$ cat src/rtl/muldiv_seq.sv
`timescale 1ns/1ps
`default_nettype none
// ============================================================================
//  Module   : muldiv_seq
//  Brief    : Multi-cycle RV32M unsigned MUL/MULHU/DIVU/REMU sequencer that
//             borrows the shared add/subtract ALU, one ALU op per cycle
//             (shift-add multiply, restoring divide).
//  Revision : 1.0  initial release
// ============================================================================
module muldiv_seq #(
   parameter int XLEN = 32,
   parameter int ITER = 32
) (
   input  logic            clk,
   input  logic            rst_n,
   input  logic            start,
   input  logic [1:0]      op,
   input  logic [XLEN-1:0] a,
   input  logic [XLEN-1:0] b,
   output logic            busy,
   output logic            done,
   output logic [XLEN-1:0] result,
   output logic [XLEN-1:0] alu_op1,
   output logic [XLEN-1:0] alu_op2,
   output logic            alu_ctrl,
   input  logic [XLEN-1:0] alu_out
);

   localparam int             CW       = $clog2(ITER);
   localparam logic [CW-1:0]  CNT_LAST = CW'(ITER - 1);

   localparam logic [1:0] OP_MUL   = 2'b00;
   localparam logic [1:0] OP_MULHU = 2'b01;
   localparam logic [1:0] OP_DIVU  = 2'b10;
   localparam logic [1:0] OP_REMU  = 2'b11;

   typedef enum logic [1:0] {
      ST_IDLE = 2'b00,
      ST_CALC = 2'b01,
      ST_DONE = 2'b10
   } state_t;

   state_t          state_q, state_d;
   logic [1:0]      op_q, op_d;
   // hi_q/lo_q hold HI/LO for multiply and R/Q for divide; m_q is M or D.
   logic [XLEN-1:0] hi_q, hi_d;
   logic [XLEN-1:0] lo_q, lo_d;
   logic [XLEN-1:0] m_q, m_d;
   logic [CW-1:0]   cnt_q, cnt_d;
   logic [XLEN-1:0] result_q, result_d;

   logic            is_div;
   logic            last_iter;
   logic [XLEN-1:0] r_shift;
   logic            borrow;
   logic            carry;

   assign is_div    = op_q[1];
   assign last_iter = (cnt_q == CNT_LAST);
   assign r_shift   = {hi_q[XLEN-2:0], lo_q[XLEN-1]};
   assign borrow    = (r_shift < m_q);
   assign carry     = (alu_out < hi_q);

   assign busy   = (state_q != ST_IDLE);
   assign done   = (state_q == ST_DONE);
   assign result = result_q;

   // Next-state logic: accept in IDLE, run ITER iterations, one DONE cycle.
   always_comb begin
      state_d = state_q;
      unique case (state_q)
         ST_IDLE: if (start)     state_d = ST_CALC;
         ST_CALC: if (last_iter) state_d = ST_DONE;
         ST_DONE:                state_d = ST_IDLE;
         default:                state_d = ST_IDLE;
      endcase
   end

   // Datapath: operand latch, one shift-add or restoring-divide step per cycle,
   // and ALU operand/control drive (zero whenever not iterating).
   always_comb begin
      op_d     = op_q;
      hi_d     = hi_q;
      lo_d     = lo_q;
      m_d      = m_q;
      cnt_d    = cnt_q;
      result_d = result_q;
      alu_op1  = '0;
      alu_op2  = '0;
      alu_ctrl = 1'b0;

      unique case (state_q)
         ST_IDLE: begin
            if (start) begin
               op_d  = op;
               hi_d  = '0;
               lo_d  = a;
               m_d   = b;
               cnt_d = '0;
            end
         end
         ST_CALC: begin
            if (!is_div) begin
               alu_op1  = hi_q;
               alu_op2  = m_q;
               alu_ctrl = 1'b0;
               if (lo_q[0]) begin
                  // carry out of HI+M becomes the new HI MSB after the shift
                  hi_d = {carry, alu_out[XLEN-1:1]};
                  lo_d = {alu_out[0], lo_q[XLEN-1:1]};
               end else begin
                  hi_d = {1'b0, hi_q[XLEN-1:1]};
                  lo_d = {hi_q[0], lo_q[XLEN-1:1]};
               end
            end else begin
               alu_op1  = r_shift;
               alu_op2  = m_q;
               alu_ctrl = 1'b1;
               // R[31] is the lost 33rd bit of the shifted remainder: the
               // true value exceeds D, and the wrapped subtract is exact.
               if (hi_q[XLEN-1] || !borrow) begin
                  hi_d = alu_out;
                  lo_d = {lo_q[XLEN-2:0], 1'b1};
               end else begin
                  hi_d = r_shift;
                  lo_d = {lo_q[XLEN-2:0], 1'b0};
               end
            end
            cnt_d = cnt_q + CW'(1);
            if (last_iter) begin
               unique case (op_q)
                  OP_MUL:   result_d = lo_d;
                  OP_MULHU: result_d = hi_d;
                  OP_DIVU:  result_d = lo_d;
                  OP_REMU:  result_d = hi_d;
                  default:  result_d = lo_d;
               endcase
            end
         end
         default: ;
      endcase
   end

   // State and datapath registers with asynchronous active-low clear.
   always_ff @(posedge clk or negedge rst_n) begin
      if (!rst_n) begin
         state_q  <= ST_IDLE;
         op_q     <= '0;
         hi_q     <= '0;
         lo_q     <= '0;
         m_q      <= '0;
         cnt_q    <= '0;
         result_q <= '0;
      end else begin
         state_q  <= state_d;
         op_q     <= op_d;
         hi_q     <= hi_d;
         lo_q     <= lo_d;
         m_q      <= m_d;
         cnt_q    <= cnt_d;
         result_q <= result_d;
      end
   end

endmodule
`default_nettype wire

$ cat config.mk
export PLATFORM = sky130hd
export DESIGN_NAME = muldiv_seq
export DESIGN_NICKNAME = d
export VERILOG_FILES = /design/src/rtl/muldiv_seq.sv
export SDC_FILE = /design/constraint.sdc
export NUM_CORES = 1
export LEC_CHECK = 0
export CORE_UTILIZATION = 30
export CTS_CLUSTER_DIAMETER = 60
export DETAILED_ROUTE_END_ITERATION = 10
export GPL_ROUTABILITY_DRIVEN = 1
export MAX_ROUTING_LAYER = met4
export RECOVER_POWER = 50
export SETUP_SLACK_MARGIN = 0.1
export SYNTH_ARGS = -nofsm -noshare
export SYNTH_HDL_FRONTEND = slang
export SYNTH_SLANG_ARGS = --single-unit
export TNS_END_PERCENT = 10
$ cat constraint.sdc
create_clock -name clk -period 3.64 [get_ports clk]
set_input_delay 0.728 -clock clk [delete_from_list [all_inputs] [get_ports clk]]
set_output_delay 0.728 -clock clk [all_outputs]
set_load 0.01 [all_outputs]
==> metrics.log <==
INFO  metric outcome = finished with violations
INFO  metric failed_checks = capacitance limit, slew limit
INFO  metric remaining_drc_errors = 0
INFO  metric power_leakage = 5.34 nW
INFO  metric synth_xor_xnor_area_share = 0.0968%
INFO  metric global_route.usage.total = 21.6%
INFO  metric cts-buffers-inserted = 17
INFO  metric grt_first_pass_wirelength = 49.3 mm
INFO  metric edff_count_synth = 0
INFO  metric synth_fa_ha_area_share = 8.85%
INFO  metric detail_route.first_pass.iterations = 4
INFO  metric seq_area_frac_synth = 37.9%
INFO  metric worstPathRequired = 3990 ps
INFO  metric cts.sink_count = 137
INFO  metric syn-instance-count = 1019
INFO  metric maximum_operating_frequency = 301 MHz
INFO  metric die_height = 176 µm
INFO  metric synth_compound_area_share = 21.2%
INFO  metric post-synth-top-count-cell = dfrtp_1
INFO  metric synthDominantAreaCellType = dfrtp_1
INFO  metric regToRegEndpoint = result[31]$_DFFE_PN0P_
INFO  metric synth_largest_type_area_fraction = 37.9%
INFO  metric final_layout_size_suffix_gt1_share = 7.60%
INFO  metric synthesized_area_divided_by_synthesized_cell_count = 8.88 µm²
INFO  metric timing_max_transition_violations_final = 76
INFO  metric io_buffer_count = 199
INFO  metric synth_cell_type_count = 48
INFO  metric clock-skew-final = 18.3 ps
INFO  metric clock_insertion_delay_worst_skew = 440 ps
INFO  metric crit-reg2reg-launch = hi_q[18]$_DFFE_PN0P_
INFO  metric worstSetupEndpointType = register
INFO  metric timing.final.crit_period = 3320 ps
INFO  metric worst_hold_startpoint = cnt_q[2]$_DFFE_PN0P_
INFO  metric max-clock-path-buffers = 2
INFO  metric via_per_inst = 5.25
INFO  metric die_w = 176 µm
INFO  metric start_util = 30.5%
INFO  metric core = 29600 µm²
INFO  metric cts_hold_buffers = 0
INFO  metric boundary_pin_count = 200
INFO  metric critPathLaunch = hi_q[18]$_DFFE_PN0P_
INFO  metric dp.final_hpwl = 23.5 mm
INFO  metric timing.critical_path.fanout_max = 17
INFO  metric drt_wl_total = 32.1 mm
INFO  metric synth_top_family_by_area = compound AO/OA/AOI/OAI gates
INFO  metric area_overhead_vs_synth = 35.0%
INFO  metric clk_transition_reported_paths = 60 ps
INFO  metric final.period_utilization = 91.2%
INFO  metric grt_start_max_net_pins = 131
INFO  metric r2r_cells = 10
INFO  metric power_per_cell_area = 1040 nW/µm²
INFO  metric final-hold-violation-count = 0
INFO  metric vdd_drop_max = 379 µV
INFO  metric yosys-mux-area-fraction = 13.0%
INFO  metric path_type_of_the_worst_setup_path = register to register
INFO  metric worst-r2r-setup-slack = 320 ps
INFO  metric wl_per_cell = 19.9 µm
INFO  metric rsz_0062_raised_after_global_routing = false
INFO  metric postSynth.asyncResetShare = 100%
INFO  metric ctsRootBufferMaster = clkbuf_16
INFO  metric syn_nets = 1184
INFO  metric cap_violations = 1
INFO  metric synth-warning-count = 0
INFO  metric min-delay-path-class = register to register
INFO  metric setup_violations = 0
INFO  metric gp_routability_congestion = 0.905
INFO  metric drtAntennaViolNets = 0
INFO  metric syn_area = 9050 µm²
INFO  metric worst_slew_pin_slew = 1940 ps
INFO  metric post_route_setup_tns = 0 ps
INFO  metric max-slew-margin-rel = -29.5%
INFO  metric drt-initial-drc-count = 540
INFO  metric antenna_violations_before_repair = 1
INFO  metric cts_tree = yes
INFO  metric synthSimpleGateAreaFrac = 12.7%
INFO  metric synth_ff_type = dfrtp_1
INFO  metric first_global_vias = 8263
INFO  metric vias_post_dr = 8483
INFO  metric synthTopCellsByArea = dfrtp_1 38%, mux2i_1 13%, ha_1 8.9%
INFO  metric synth_top_cells_by_count = 137 x dfrtp_1, 116 x mux2i_1, 108 x nor2_1
INFO  metric whs = 517 ps
INFO  metric htreeDepth = 4
INFO  metric placementRows = 63
INFO  metric worst_setup_path_start_kind = register
INFO  metric gr-total-overflow = 0
INFO  metric final_nets = 1376
INFO  metric design.die.area = 30900 µm²
INFO  metric crit_arrival = 3670 ps
INFO  metric cts_post_setup_buffers_inserted = 0
INFO  metric critical_path.endpoint = result[31]$_DFFE_PN0P_
INFO  metric synth-seq-cells = 137
INFO  metric post_cts.resized_instances = 0
-- area by class of cell --
cell class                 count  area [µm²]
sequential                   137        3430
fill                        2983       17400
tap                          390         488
timing repair buffer         250        2360
antenna                        1        2.50
inverter                      67         251
clock buffer                  19         443
multi-input combinational    738        5060
clock inverter                13         171
-- routing by layer --
layer | GRT usage, % | vias up | wire (µm)
li1 | - | 4071 | -
met3 | 3.94 | 38 | 1910
met2 | 31.1 | 281 | 13900
met5 | - | - | 0
met4 | 6.59 | 0 | 743
met1 | 30.4 | 4093 | 15600
-- per-stage QoR --
step           total power, mW  area [µm²]  std cells  worst slack, ps  util [%]
3_3_place_gp              10.8       11700       1582              423      39.3
4_1_cts                   12.8       12300       1614              336      41.4
5_1_grt                   13.6       12200       1615              183      41.2
2_1_floorplan             7.49        9050       1019             1050         -
3_5_place_dp              10.9       11700       1582              372      39.3
6_report                  12.7       12200       1615              319      41.2
-- worst min-delay path by stage --
| stage | slack (ps) | cells after the start | endpoint |
|---|---|---|---|
| finish | 520 | 1 | cnt_q[2]$_DFFE_PN0P_ |
| global route | 540 | 1 | cnt_q[2]$_DFFE_PN0P_ |
| CTS | 370 | 1 | lo_q[5]$_DFFE_PN0P_ |
| detailed placement | 510 | 1 | cnt_q[2]$_DFFE_PN0P_ |
| global placement | 490 | 1 | cnt_q[2]$_DFFE_PN0P_ |
| floorplan | 430 | 0 | cnt_q[0]$_DFFE_PN0P_ |
-- critical path: stages (launching register included) --
cell      delay [ps]
dfrtp_1          430
ha_1             320
a21oi_1          140
o21ai_0          100
a221oi_1         310
buf_4            180
a21boi_0         160
nor3_4           640
buf_4            440
mux2_2           380
a21oi_1          130
-- registers in the layout, summed over array words and instances, names as in the netlist --
name     cells
result      32
m_q         32
op_q         2
cnt_q        5
state_q      2
lo_q        32
hi_q        32
-- where the power goes --
part           switching, mW  internal (mW)  leakage [nW]
Sequential             0.780           2.30          1.70
Clock                  0.741           1.10         0.294
Combinational           4.17           3.59          3.34
-- cell families (layout without fill, tap and decap cells) --
kind of cell | count (synthesis) | count (layout)
compound gates | 286 | 286
xor+xnor | 1 | 1
fa+ha+maj | 64 | 64
buf+inv | 144 | 349
flops | 137 | 137
mux | 117 | 117
other cells | 0 | 1
simple gates | 270 | 270
-- layout by cell type, fill, tap and decap left out, types with 4 or more instances in the layout --
cell / instances
mux2i_1: 116
dlygate4sd3_1: 16
buf_4: 48
a21boi_0: 4
nor3_1: 14
clkbuf_16: 17
o21ai_1: 20
nor2b_1: 4
a21oi_1: 50
inv_1: 66
nand4_1: 7
nand2b_1: 4
clkinv_4: 6
nand3_1: 15
clkdlybuf4s50_1: 182
o21bai_1: 21
o211ai_1: 20
o32ai_1: 21
o21ai_0: 81
a221o_1: 31
ha_1: 64
nor2_1: 107
dfrtp_1: 135
nand2_1: 105
o221ai_1: 21
Power figures use the tool's default switching activity.
